`src/rtl/hs_npu_mm_stream_ctrl.sv`:
```
// Self-sequencing skew/deskew controller for the NPU matrix-multiply datapath.
// Skews accepted input vectors into the array and re-aligns the skewed results.
module hs_npu_mm_stream_ctrl #(
  parameter int unsigned ROWS          = 8,
  parameter int unsigned COLS          = 8,
  parameter int unsigned IN_W          = 16,
  parameter int unsigned OUT_W         = 32,
  parameter int unsigned ARRAY_LATENCY = 8,
  parameter int unsigned CNT_W         = 16
) (
  input  logic                  clk,
  input  logic                  rst_n,
  input  logic                  start_i,
  input  logic                  abort_i,
  input  logic [CNT_W-1:0]      num_vectors_i,
  input  logic [ROWS*IN_W-1:0]  in_data_i,
  input  logic                  in_valid_i,
  output logic                  in_ready_o,
  output logic [ROWS*IN_W-1:0]  a_o,
  output logic [ROWS-1:0]       a_valid_o,
  input  logic [COLS*OUT_W-1:0] res_i,
  output logic [COLS*OUT_W-1:0] out_data_o,
  output logic                  out_valid_o,
  output logic                  busy_o,
  output logic                  done_o
);

  // Accept tag reaches the output register after ARRAY_LATENCY+COLS+1 cycles in total.
  localparam int unsigned TagLen = ARRAY_LATENCY + COLS;

  localparam logic [1:0] StIdle  = 2'd0;
  localparam logic [1:0] StRun   = 2'd1;
  localparam logic [1:0] StDrain = 2'd2;
  localparam logic [1:0] StDone  = 2'd3;

  logic [1:0]       state_q, state_d;
  logic [CNT_W-1:0] n_q, n_d;
  logic [CNT_W-1:0] acc_cnt_q, acc_cnt_d;
  logic [CNT_W-1:0] out_cnt_q, out_cnt_d;
  logic             accept;

  assign in_ready_o = (state_q == StRun) && (acc_cnt_q < n_q);
  assign accept     = in_valid_i && in_ready_o;
  assign busy_o     = (state_q != StIdle);
  assign done_o     = (state_q == StDone);

  always_comb begin
    state_d   = state_q;
    n_d       = n_q;
    acc_cnt_d = acc_cnt_q;
    out_cnt_d = out_cnt_q;
    if (accept) acc_cnt_d = acc_cnt_q + 1'b1;
    if (out_valid_o && (out_cnt_q < n_q)) out_cnt_d = out_cnt_q + 1'b1;
    case (state_q)
      StIdle: begin
        if (start_i) begin
          n_d       = num_vectors_i;
          acc_cnt_d = '0;
          out_cnt_d = '0;
          state_d   = (num_vectors_i == '0) ? StDone : StRun;
        end
      end
      StRun:   if (accept && (acc_cnt_d == n_q)) state_d = StDrain;
      StDrain: if (out_cnt_d == n_q) state_d = StDone;
      StDone:  state_d = StIdle;
      default: state_d = StIdle;
    endcase
    if (abort_i) begin
      state_d   = StIdle;
      acc_cnt_d = '0;
      out_cnt_d = '0;
    end
  end

  always_ff @(posedge clk or negedge rst_n) begin
    if (!rst_n) begin
      state_q   <= StIdle;
      n_q       <= '0;
      acc_cnt_q <= '0;
      out_cnt_q <= '0;
    end else begin
      state_q   <= state_d;
      n_q       <= n_d;
      acc_cnt_q <= acc_cnt_d;
      out_cnt_q <= out_cnt_d;
    end
  end

  // Lane i is an (i+1)-deep delay line; bubbles enter as zero data with a clear tag.
  for (genvar i = 0; i < ROWS; i++) begin : g_skew
    logic [i:0][IN_W-1:0] data_q, data_d;
    logic [i:0]           vld_q, vld_d;

    always_comb begin
      data_d    = '0;
      vld_d     = '0;
      data_d[0] = accept ? in_data_i[i*IN_W +: IN_W] : '0;
      vld_d[0]  = accept;
      for (int k = 1; k <= i; k++) begin
        data_d[k] = data_q[k-1];
        vld_d[k]  = vld_q[k-1];
      end
      if (abort_i) vld_d = '0;
    end

    always_ff @(posedge clk or negedge rst_n) begin
      if (!rst_n) begin
        data_q <= '0;
        vld_q  <= '0;
      end else begin
        data_q <= data_d;
        vld_q  <= vld_d;
      end
    end

    assign a_o[i*IN_W +: IN_W] = vld_q[i] ? data_q[i] : '0;
    assign a_valid_o[i]        = vld_q[i];
  end

  logic [COLS*OUT_W-1:0] aligned;

  for (genvar j = 0; j < COLS; j++) begin : g_deskew
    if (j == COLS - 1) begin : g_direct
      assign aligned[j*OUT_W +: OUT_W] = res_i[j*OUT_W +: OUT_W];
    end else begin : g_delay
      localparam int unsigned Depth = COLS - 1 - j;
      logic [Depth-1:0][OUT_W-1:0] dly_q, dly_d;

      always_comb begin
        dly_d    = '0;
        dly_d[0] = res_i[j*OUT_W +: OUT_W];
        for (int k = 1; k < Depth; k++) dly_d[k] = dly_q[k-1];
      end

      always_ff @(posedge clk or negedge rst_n) begin
        if (!rst_n) dly_q <= '0;
        else        dly_q <= dly_d;
      end

      assign aligned[j*OUT_W +: OUT_W] = dly_q[Depth-1];
    end
  end

  logic [TagLen-1:0]     tag_q, tag_d;
  logic                  out_valid_q, out_valid_d;
  logic [COLS*OUT_W-1:0] out_data_q, out_data_d;

  always_comb begin
    tag_d       = {tag_q[TagLen-2:0], accept};
    out_valid_d = tag_q[TagLen-1];
    out_data_d  = tag_q[TagLen-1] ? aligned : out_data_q;
    if (abort_i) begin
      tag_d       = '0;
      out_valid_d = 1'b0;
    end
  end

  always_ff @(posedge clk or negedge rst_n) begin
    if (!rst_n) begin
      tag_q       <= '0;
      out_valid_q <= 1'b0;
      out_data_q  <= '0;
    end else begin
      tag_q       <= tag_d;
      out_valid_q <= out_valid_d;
      out_data_q  <= out_data_d;
    end
  end

  assign out_valid_o = out_valid_q;
  assign out_data_o  = out_data_q;

endmodule

```
`config.mk`:
```
export PLATFORM = sky130hd
export DESIGN_NAME = hs_npu_mm_stream_ctrl
export DESIGN_NICKNAME = d
export VERILOG_FILES = /design/src/rtl/hs_npu_mm_stream_ctrl.sv
export SDC_FILE = /design/constraint.sdc
export NUM_CORES = 1
export LEC_CHECK = 0
export BUFFER_PORTS_ARGS = -buffer_cell sky130_fd_sc_hd__buf_4
export CAP_MARGIN = 20
export CORE_MARGIN = 3
export CORE_UTILIZATION = 30
export CTS_CLUSTER_SIZE = 12
export DETAILED_ROUTE_END_ITERATION = 8
export HOLD_SLACK_MARGIN = 0.1
export SYNTH_ARGS = -nofsm -noshare
export SYNTH_HDL_FRONTEND = slang
export SYNTH_SLANG_ARGS = --single-unit
export TNS_END_PERCENT = 50
```
`constraint.sdc`:
```
create_clock -name clk -period 9.2 [get_ports clk]
set_clock_uncertainty 0.1 [all_clocks]
set_input_delay 0.46 -clock clk [delete_from_list [all_inputs] [get_ports clk]]
set_output_delay 0.46 -clock clk [all_outputs]
set_load 0.1 [all_outputs]
```
# Yosys cells after proc, flatten, opt, wreduce, memory -nomap -nowiden
# Cells that the tools add are included.
[op_classes]
add_sub_neg = 2
order_cmp = 2
eq_ne = 8
muxes = 40
reduce_logical = 9
[op_table]
columns = ["cell", "n"]
rows = [
  ["2-to-1 mux 16 bit", 25],
  ["adder 16 x 1 -> 16 bit, second input constant", 2],
  ["== test 16 bit", 2],
  ["less-than comparator 16 bit", 2],
  ["zero test 16 bit", 1],
  ["2-to-1 mux 2 bit", 6],
  ["2-to-1 mux 8 bit", 1],
  ["one-hot mux 2 bit (4 select lines)", 1],
  ["2-to-1 mux 7 bit", 1],
  ["2-to-1 mux 6 bit", 1],
  ["!= test 3 bit, second input constant", 2],
  ["2-to-1 mux 5 bit", 1],
  ["== test 2 bit, second input constant", 2],
  ["logical AND 1 bit", 4],
  ["2-to-1 mux 4 bit", 1],
  ["2-to-1 mux 3 bit", 1],
  ["!= test 3 x 2 -> 1 bit, second input constant", 1],
  ["AND reduction 3 bit", 1],
  ["== test 2 x 1 -> 1 bit, second input constant", 1],
  ["zero test 2 bit", 1],
  ["2-to-1 mux 1 bit", 2],
  ["AND reduction 2 bit", 1],
  ["nonzero test 2 bit", 1],
]
[totals]
ff_bits = 1831
output_inout_bits = 396
wordCells = 140

# Longest topological paths before layout
# Gate-level depths: netlist of the first run.
[depth]
word_depth = 9
mapped_depth = 15
depth_no_buf = 12

# Worst setup path before layout of the first run
# Ideal clock, no wire load.
[synth_path]
kind = "register -> register"
start = "reg n_q[14]"
end = "reg state_q[0]"
setup_time_ps = 128
arrival_ps = 3241
required_ps = 8972
slack_ps = 5731
stages_incl_launch_ff = 13
period_less_slack_ps = 3469
cell_sequence = "dfrtp_1 > inv_1 > ha_1 > nand4_1 > or3_4 > a2111oi_4 > nor4_4 > xnor2_1 > a2111o_1 > nor4_2 > nand4_1 > a21oi_2 > mux2_1"
[synth_via]
elab_chain_len = 8
[synth_lines]
columns = ["element", "line", "text"]
rows = [
  ["start: declaration", "37", "logic [CNT_W-1:0] n_q, n_d;"],
  ["start signal: assignment", "83", "n_q <= n_d;"],
  ["less-than comparator 16 bit", "42", "assign in_ready_o = (state_q == StRun) && (acc_cnt_q < n_q);"],
  ["logical AND 1 bit", "42", ""],
  ["logical AND 1 bit", "43", "assign accept = in_valid_i && in_ready_o;"],
  ["2-to-1 mux 16 bit", "52", "if (accept) acc_cnt_d = acc_cnt_q + 1'b1;"],
  ["== test 16 bit", "63", "StRun: if (accept && (acc_cnt_d == n_q)) state_d = StDrain;"],
  ["logical AND 1 bit", "63", ""],
  ["!= test 3 x 2 -> 1 bit (no line)", "--", ""],
  ["AND reduction 3 bit (no line) (*)", "--", ""],
  ["end signal: assignment", "77", "state_q <= StIdle;"],
  ["end signal: assignment", "82", "state_q <= state_d;"],
  ["end: declaration", "36", "logic [1:0] state_q, state_d;"],
]
# Mark *: on every way between the ends. The rest lies on a longest branch, timed or not.
# A chain may end at the register's enable or synchronous reset.

# Worst setup path after layout of the first run
[layout_path]
start = "reg n_q[9]"
end = "out in_ready_o"
[layout_via]
elab_chain_len = 2
[layout_lines]
columns = ["element", "line", "text"]
rows = [
  ["less-than comparator 16 bit", "42", ""],
  ["logical AND 1 bit", "42", ""],
  ["end: declaration", "18", "output logic in_ready_o,"],
]
# No other way between the ends.

==> results_dict.tcl, run 1 <==
set metrics [dict create \
    syn_area_um2 52700 \
    finalWeightedCongestion 0.821 \
    post-route-period-util_pct 53.9 \
    track_usage_pct 13.1 \
    drt_iter0_drc 1464 \
    syn_avg_cell_area_um2 18.7 \
    worstSetupPathType "flop to output port" \
    synth-main-ff-cell "dfrtp_1" \
    io_buffers 800 \
    grt-ovfl-total 0 \
    hold_violations 0 \
    r2r_setup_slack_ns 4.94 \
    post-route-min-period_ns 4.96 \
    die-area_um2 181000 \
    start_util_pct 30.2 \
    rsz0062_at_grt "no" \
    dp_hpwl_mm 77.9 \
    clk_pin_slew_ns 0.06 \
    drc 0 \
    synth_cell_type_count 61 \
    critPathRequiredTime_ns 8.64 \
    dpl.cell_count 5868 \
    fin_cells 6596 \
    ys_async_sr_fraction_pct 100 \
    drt-pass1-iter-count 5 \
    grt_pass1_vias 29500 \
    crit_arrival_ns 4.40 \
    ant_nets 0 \
    cts_setup_buffers 0 \
    cts_tree "yes" \
    final_nets 4592 \
    cts.root.buffer_cell "clkbuf_16" \
    dr_wl_met3_mm 6.92 \
    yosysWarnings 0 \
    endpoint_kind "output port" \
    ios 801 \
    drv_cap 0 \
    dr_total_vias 26900 \
    synth_fp_nets 3257 \
    routedWlPerCell_um 18.0 \
    grt_pass1_wl_mm 181 \
    vias_per_cell 4.08 \
    slew_headroom_pct 29.9 \
    antenna_found_initial 18 \
    power_uw 16800 \
    cts.sinks 1795 \
    drv_slew 0 \
    fp-row-count 153 \
    fmax_ghz 0.202 \
    dieHeight_um 425 \
    max-vdd-ir-drop_uv 155 \
    ys_ff_latch 1795 \
    grt_max_degree 190 \
    fill_cells 15500 \
    cts_buffers 184 \
    setup_tns_ns 0 \
    worst_slew_pin_slew_ns 1.05 \
    powerDensity_nw_per_um2 235 \
    run_status "completed" \
    core_um2 174000 \
    hp-class "primary input to async pin" \
    wl_met1_mm 44.5 \
    clock_latency_ns 0.80 \
    leakagePower_uw 0.0353 \
    path_max_fanout 73 \
    clk_path_buf_depth 3 \
    ys_seq_area_share_pct 85.2 \
    dr.max_layer_used "met4" \
    wl_met2_mm 60.8 \
    setup_viol 0 \
    drt-total-wl_mm 119 \
    start_kind "flop" \
    areaGrowthSynthToFinish_pct 35.8 \
    syn_inst 2816 \
    die_w_um 425 \
    layout_setup_ws_ns 4.24 \
    htreeDepth 4 \
    synth_enable_flop_cells 0 \
    post-place-ws_ns 5.00 \
    drive_gt1_share_pct 31.9 \
]
power breakdown:
group | internal (µW) | switching [µW]
Combinational | 452 | 623
Sequential | 8450 | 196
Clock | 4070 | 3020
worst max-delay path: stages, from the launching register on:
cell     delay, ns
dfrtp_1       0.43
inv_1         0.32
ha_1          0.31
a21oi_1       0.13
o21a_1        0.15
o22ai_1       0.08
buf_4         0.21
nor3_4        0.27
buf_4         0.53
buf_4         0.61
buf_4         0.41
state kept, by name (all words and copies together), names as in the netlist, 32 cells and up:
register	flops
g_deskew.g_delay.dly_d	672
aligned	192
g_skew.data_d	448
g_deskew.g_delay.dly_q	32
out_data_o	256
g_skew.data_q	128
per-layer routing:
layer / up-vias / global-route usage (%)
met5: - / 0
met4: 0 / 7.32
met3: 273 / 3.64
met2: 717 / 22.3
met1: 13900 / 14.9
li1: 12000 / -
cell type report:
| type | count | area, µm² | share of cell area [%] |
|---|---|---|---|
| sequential | 1795 | 44900 | 62.7 |
| clock buffer | 248 | 5020 | 7.01 |
| multi-input combinational | 898 | 7320 | 10.2 |
| tap | 2325 | 2910 | 4.06 |
| clock inverter | 44 | 776 | 1.08 |
| inverter | 25 | 93.8 | 0.131 |
| timing repair buffer | 1247 | 10600 | 14.7 |
| antenna | 14 | 35.0 | 0.0489 |
cells in the mapped netlist, drive strengths merged, types with 3 or more instances:
cell     count  area (µm²)
a21oi       18        93.8
nor4        15         136
o2111ai      3        26.3
o21a         3        22.5
a211oi       3        22.5
a31oi        6        37.5
xnor2       33         289
nand2       23        86.3
inv         25        93.8
nor2        45         169
and4         6        52.6
nor2b       19         119
o21ai       15        75.1
dfrtp     1795       44900
nand2b       5        31.3
nand4       24         150
ha          36         450
or4          3        22.5
nor3        11        60.1
clkbuf      83         312
mux2       277        3120
and2       130         813
and3       135         845
xor2        17         149
o31ai        3        22.5
mux2i        4        40.0
nand3       25         125
or3          7        48.8
buf         15         108
o22ai        3        18.8
kinds of logic after synthesis:
kind of cell,share of synthesized area [%]
xor gates and xnor gates,0.830
and+or+nand+nor,5.07
buffers and inverters,0.973
muxes,5.99
DFF,85.2
AOI/OAI and AO/OA,1.13
adders and majority gates,0.854
timing repair:
action	CTS	global route
hold buffers	420	0
endpoints found under the hold margin	526	0
resized for setup	0	0
path summary, 6_finish.rpt:
path | start | to | depth (start not counted)
hold reg to reg | g_deskew[0].g_delay.dly_d[204] | aligned[12] | 0
setup reg to reg | n_q[9] | state_q[1] | 12
setup / recovery | n_q[9] | in_ready_o | 10
max in group asynchronous | rst_n | g_skew[3].data_q[60] | 4
min in group clk | g_deskew[0].g_delay.dly_d[204] | aligned[12] | 0
hold / removal | rst_n | g_deskew[4].g_delay.dly_d[41] | 2
cell usage in the layout (no fill, tap or decap), types with 5 or more instances in the layout:
cell	instances
dlygate4sd3_1	420
nand3_1	25
and4_1	6
a21oi_1	17
or3_1	6
nand4_1	24
buf_12	7
clkbuf_1	46
a31oi_1	6
nor2b_1	19
clkinvlp_4	5
inv_1	25
nor2_1	45
nor4_1	11
nor3_1	10
bufinv_16	8
xor2_1	17
o21ai_0	12
buf_4	817
ha_1	36
diode_2	14
clkinv_16	11
nand2b_1	5
xnor2_1	33
and3_1	135
clkbuf_8	18
mux2_2	274
clkbuf_16	184
and2_1	130
nand2_1	23
dfrtp_1	1794
clkinv_2	10
stage by stage:
stage / util [%] / hold slack, ns / area [µm²]
finish: 41.1 / 0.187 / 71600
floorplan: - / 0.0644 / 52700
global route: 41.1 / 0.128 / 71600
global placement: 35.3 / 0.231 / 61500
detailed placement: 35.3 / 0.235 / 61500
CTS: 41.0 / 0.101 / 71600
Power figures use the tool's default switching activity.
==> inputs of run 2 (changes only) <==
--- a/config.mk
+++ b/config.mk
@@ -5,6 +5,7 @@
 export SDC_FILE = /design/constraint.sdc
 export NUM_CORES = 1
 export LEC_CHECK = 0
+export ABC_AREA = 1
 export BUFFER_PORTS_ARGS = -buffer_cell sky130_fd_sc_hd__buf_4
 export CAP_MARGIN = 20
 export CORE_MARGIN = 3
==> constraint.sdc (replaced) <==
create_clock -name clk -period 5.2 [get_ports clk]
set_clock_uncertainty 0.1 [all_clocks]
set_input_delay 0.26 -clock clk [delete_from_list [all_inputs] [get_ports clk]]
set_output_delay 0.26 -clock clk [all_outputs]
set_load 0.1 [all_outputs]
==> run 2 against run 1 <==
Effect of this change: first-iteration DRC count up 42%; utilization up 1.9 points; clock power up 72%; non-clock buffer count up 379; wire length up 12%; worst hold slack worse by 0.0062 ns; worst setup slack worse by 2.7 ns; largest cell class unchanged; largest power group unchanged.
==> results_dict.tcl, run 2 <==
set metrics [dict create \
    cts_buffers 182 \
    clk_pin_slew_ns 0.06 \
    slew_headroom_pct 29.4 \
    syn_avg_cell_area_um2 14.0 \
    setup_tns_ns 0 \
    die_w_um 428 \
    endpoint_kind "flop" \
    hold_violations 0 \
    intPower_uw 23300 \
    start_util_pct 30.2 \
    drv_cap 0 \
    dieHeight_um 428 \
    fin_cells 7967 \
    grt-ovfl-total 0 \
    syn_inst 3815 \
    die-area_um2 183000 \
    antenna_found_initial 18 \
    synth_fp_nets 4256 \
    drv_slew 0 \
    cp_cell_sequence "inv_1 -> ha_1 -> nand2_1 -> inv_1 -> nand3_1 -> nor2_1 -> nand2_2 -> nand3_4 -> buf_4 -> buf_4 -> nor2_1" \
    critPathLaunch "n_q[15]" \
    ys_ff_latch 1795 \
    clock_latency_ns 0.82 \
    yosys-top-cells-area "dfrtp_1, nand2_1, inv_1, nor2_1, ha_1" \
    grt_pass1_wl_mm 203 \
    post-route-min-period_ns 3.63 \
    cts_tree "yes" \
    drt_iter0_drc 2073 \
    synth_enable_flop_cells 0 \
    p_clk_share_pct 38.9 \
    dpl.cell_count 6870 \
    clk_path_buf_depth 3 \
    vias_per_cell 4.07 \
    synth-main-ff-cell "dfrtp_1" \
    ios 801 \
    cts_hold_buf 798 \
    synthTopCellsByCount "dfrtp_1, nand2_1, inv_1" \
    cts.root.buffer_cell "clkbuf_16" \
    power_frac_seq_pct 49.7 \
    dp_hpwl_mm 84.0 \
    core_um2 176000 \
    ys_async_sr_fraction_pct 100 \
    routedWlPerCell_um 16.7 \
    drt-pass1-iter-count 5 \
    final_common_cell "dfrtp_1" \
    worst_slew_pin_slew_ns 1.06 \
    track_usage_pct 14.5 \
    syn_area_um2 53300 \
    finalWeightedCongestion 0.846 \
    critPathRequiredTime_ns 5.72 \
    synth_top_area_share_pct 84.2 \
    dr_total_vias 32400 \
    rsz0062_at_grt "no" \
    htreeDepth 4 \
    crit_arrival_ns 4.15 \
    io_buffers 800 \
    cp_slowest_cell "buf_4" \
    synth_cell_type_count 34 \
    grt_pass1_vias 35100 \
    run_status "completed" \
    leakagePower_uw 0.0390 \
    drt-total-wl_mm 133 \
    drive_gt1_share_pct 19.6 \
    areaGrowthSynthToFinish_pct 42.2 \
    max-vdd-ir-drop_uv 294 \
    critPathMaxStageDelay_ns 0.79 \
    yosys.cell_count.top_type "dfrtp_1" \
    fmax_ghz 0.275 \
    ant_nets 0 \
    largest_reg_flops 672 \
    hp-class "primary input to flop" \
    post-route-period-util_pct 69.9 \
    final_nets 5954 \
    pwr-share-comb_pct 11.4 \
    worstSetupPathType "flop to flop" \
    fill_cells 15700 \
    sw_frac_of_total_pct 25.7 \
    grt_max_degree 190 \
    fp-row-count 154 \
    powerDensity_nw_per_um2 414 \
    hp-start "in_data_i[114]" \
    layout_common_cells "dfrtp_1, nand2_1, buf_4, dlygate4sd3_1, inv_1" \
    cts.sinks 1795 \
    synth_top_area_cell "dfrtp_1" \
    start_kind "flop" \
    path_max_fanout 81 \
    p_sw_uw 8090 \
    ys_seq_area_share_pct 84.2 \
    r2r_start "n_q[15]" \
    drc 0 \
    cts_setup_buffers 0 \
    cts_resized 0 \
    setup_viol 0 \
    yosysWarnings 0 \
]
==> run 2: cell count changes in the layout (fill, tap and decap cells not counted), sizes merged, moves of 32 or more <==
cell	change
nand2	+1085
dlygate4sd3	+378
inv	+323
mux2	-277
nor2	+186
and3	-135
and2	-130
nand3	+56
xnor2	-32
==> run 2: cell type report <==
| type | count | area (µm²) | share of cell area [%] |
|---|---|---|---|
| Antenna cell | 18 | 45.0 | 0.0594 |
| Inverter | 350 | 1320 | 1.74 |
| Tap cell | 2340 | 2930 | 3.86 |
| Sequential cell | 1795 | 44900 | 59.3 |
| Clock buffer | 237 | 4910 | 6.48 |
| Clock inverter | 43 | 687 | 0.906 |
| Multi-Input combinational cell | 1558 | 6620 | 8.73 |
| Timing Repair Buffer | 1626 | 14400 | 19.0 |
==> run 2: kinds of logic (layout without fill, tap and decap cells) <==
family / Yosys count / after routing / synth area share, %
simple gates: 1460 / 1460 / 10.8
other cells: 0 / 18 / 0
buf+inv: 462 / 2256 / 3.37
compound gates: 42 / 42 / 0.432
xor+xnor: 20 / 20 / 0.328
fa+ha+maj: 36 / 36 / 0.845
flops: 1795 / 1795 / 84.2
==> run 2: worst max-delay path: cells and delay by family, from the launching register on <==
| kind | cells | cell delay (ns) |
|---|---|---|
| flip-flops | 1 | 0.37 |
| buffers and inverters | 4 | 1.49 |
| AND/OR/NAND/NOR | 6 | 1.03 |
| adder cells (fa/ha/maj) | 1 | 0.32 |
==> run 2: worst paths after layout <==
| kind | end | slack (ns) | cells past startpoint |
|---|---|---|---|
| max | g_skew[6].data_d[29] | 1.57 | 11 |
| min | g_skew[7].data_d[18] | 0.18 | 4 |
| max reg2reg | g_skew[6].data_d[29] | 1.57 | 11 |
| min reg2reg | aligned[113] | 0.22 | 0 |
| max in group asynchronous | out_data_o[232] | 3.18 | 4 |
| min in group asynchronous | out_data_o[182] | 0.54 | 3 |
==> run 2: per-layer routing <==
layer	global-route usage, %	part of all wire (%)	up-vias
li1	-	-	14900
met4	7.05	4.9	0
met3	4.23	6.5	286
met2	25.2	51	970
met1	16.3	38	16300
met5	0	0	-
==> run 2: metrics by stage <==
step	setup slack [ns]	util, %	power [µW]	hold WS [ns]	cell area, µm²
after floorplan	2.23	-	17500	-0.136	53300
after global placement	1.70	35.2	18800	0.167	62200
after detailed placement	1.61	35.2	18800	0.159	62200
after CTS	1.56	42.9	31800	0.101	75800
after global routing	1.27	43.0	32800	0.112	75800
final	1.57	43.0	31400	0.180	75800
==> run 2: power by group through the flow <==
stage | logic [µW] | registers (µW) | clock network (µW)
floorplan | 983 | 16600 | 0
global placement | 2940 | 15800 | 0
detailed placement | 2960 | 15900 | 0
CTS | 3580 | 15600 | 12600
global route | 3900 | 15700 | 13200
finish | 3600 | 15600 | 12200
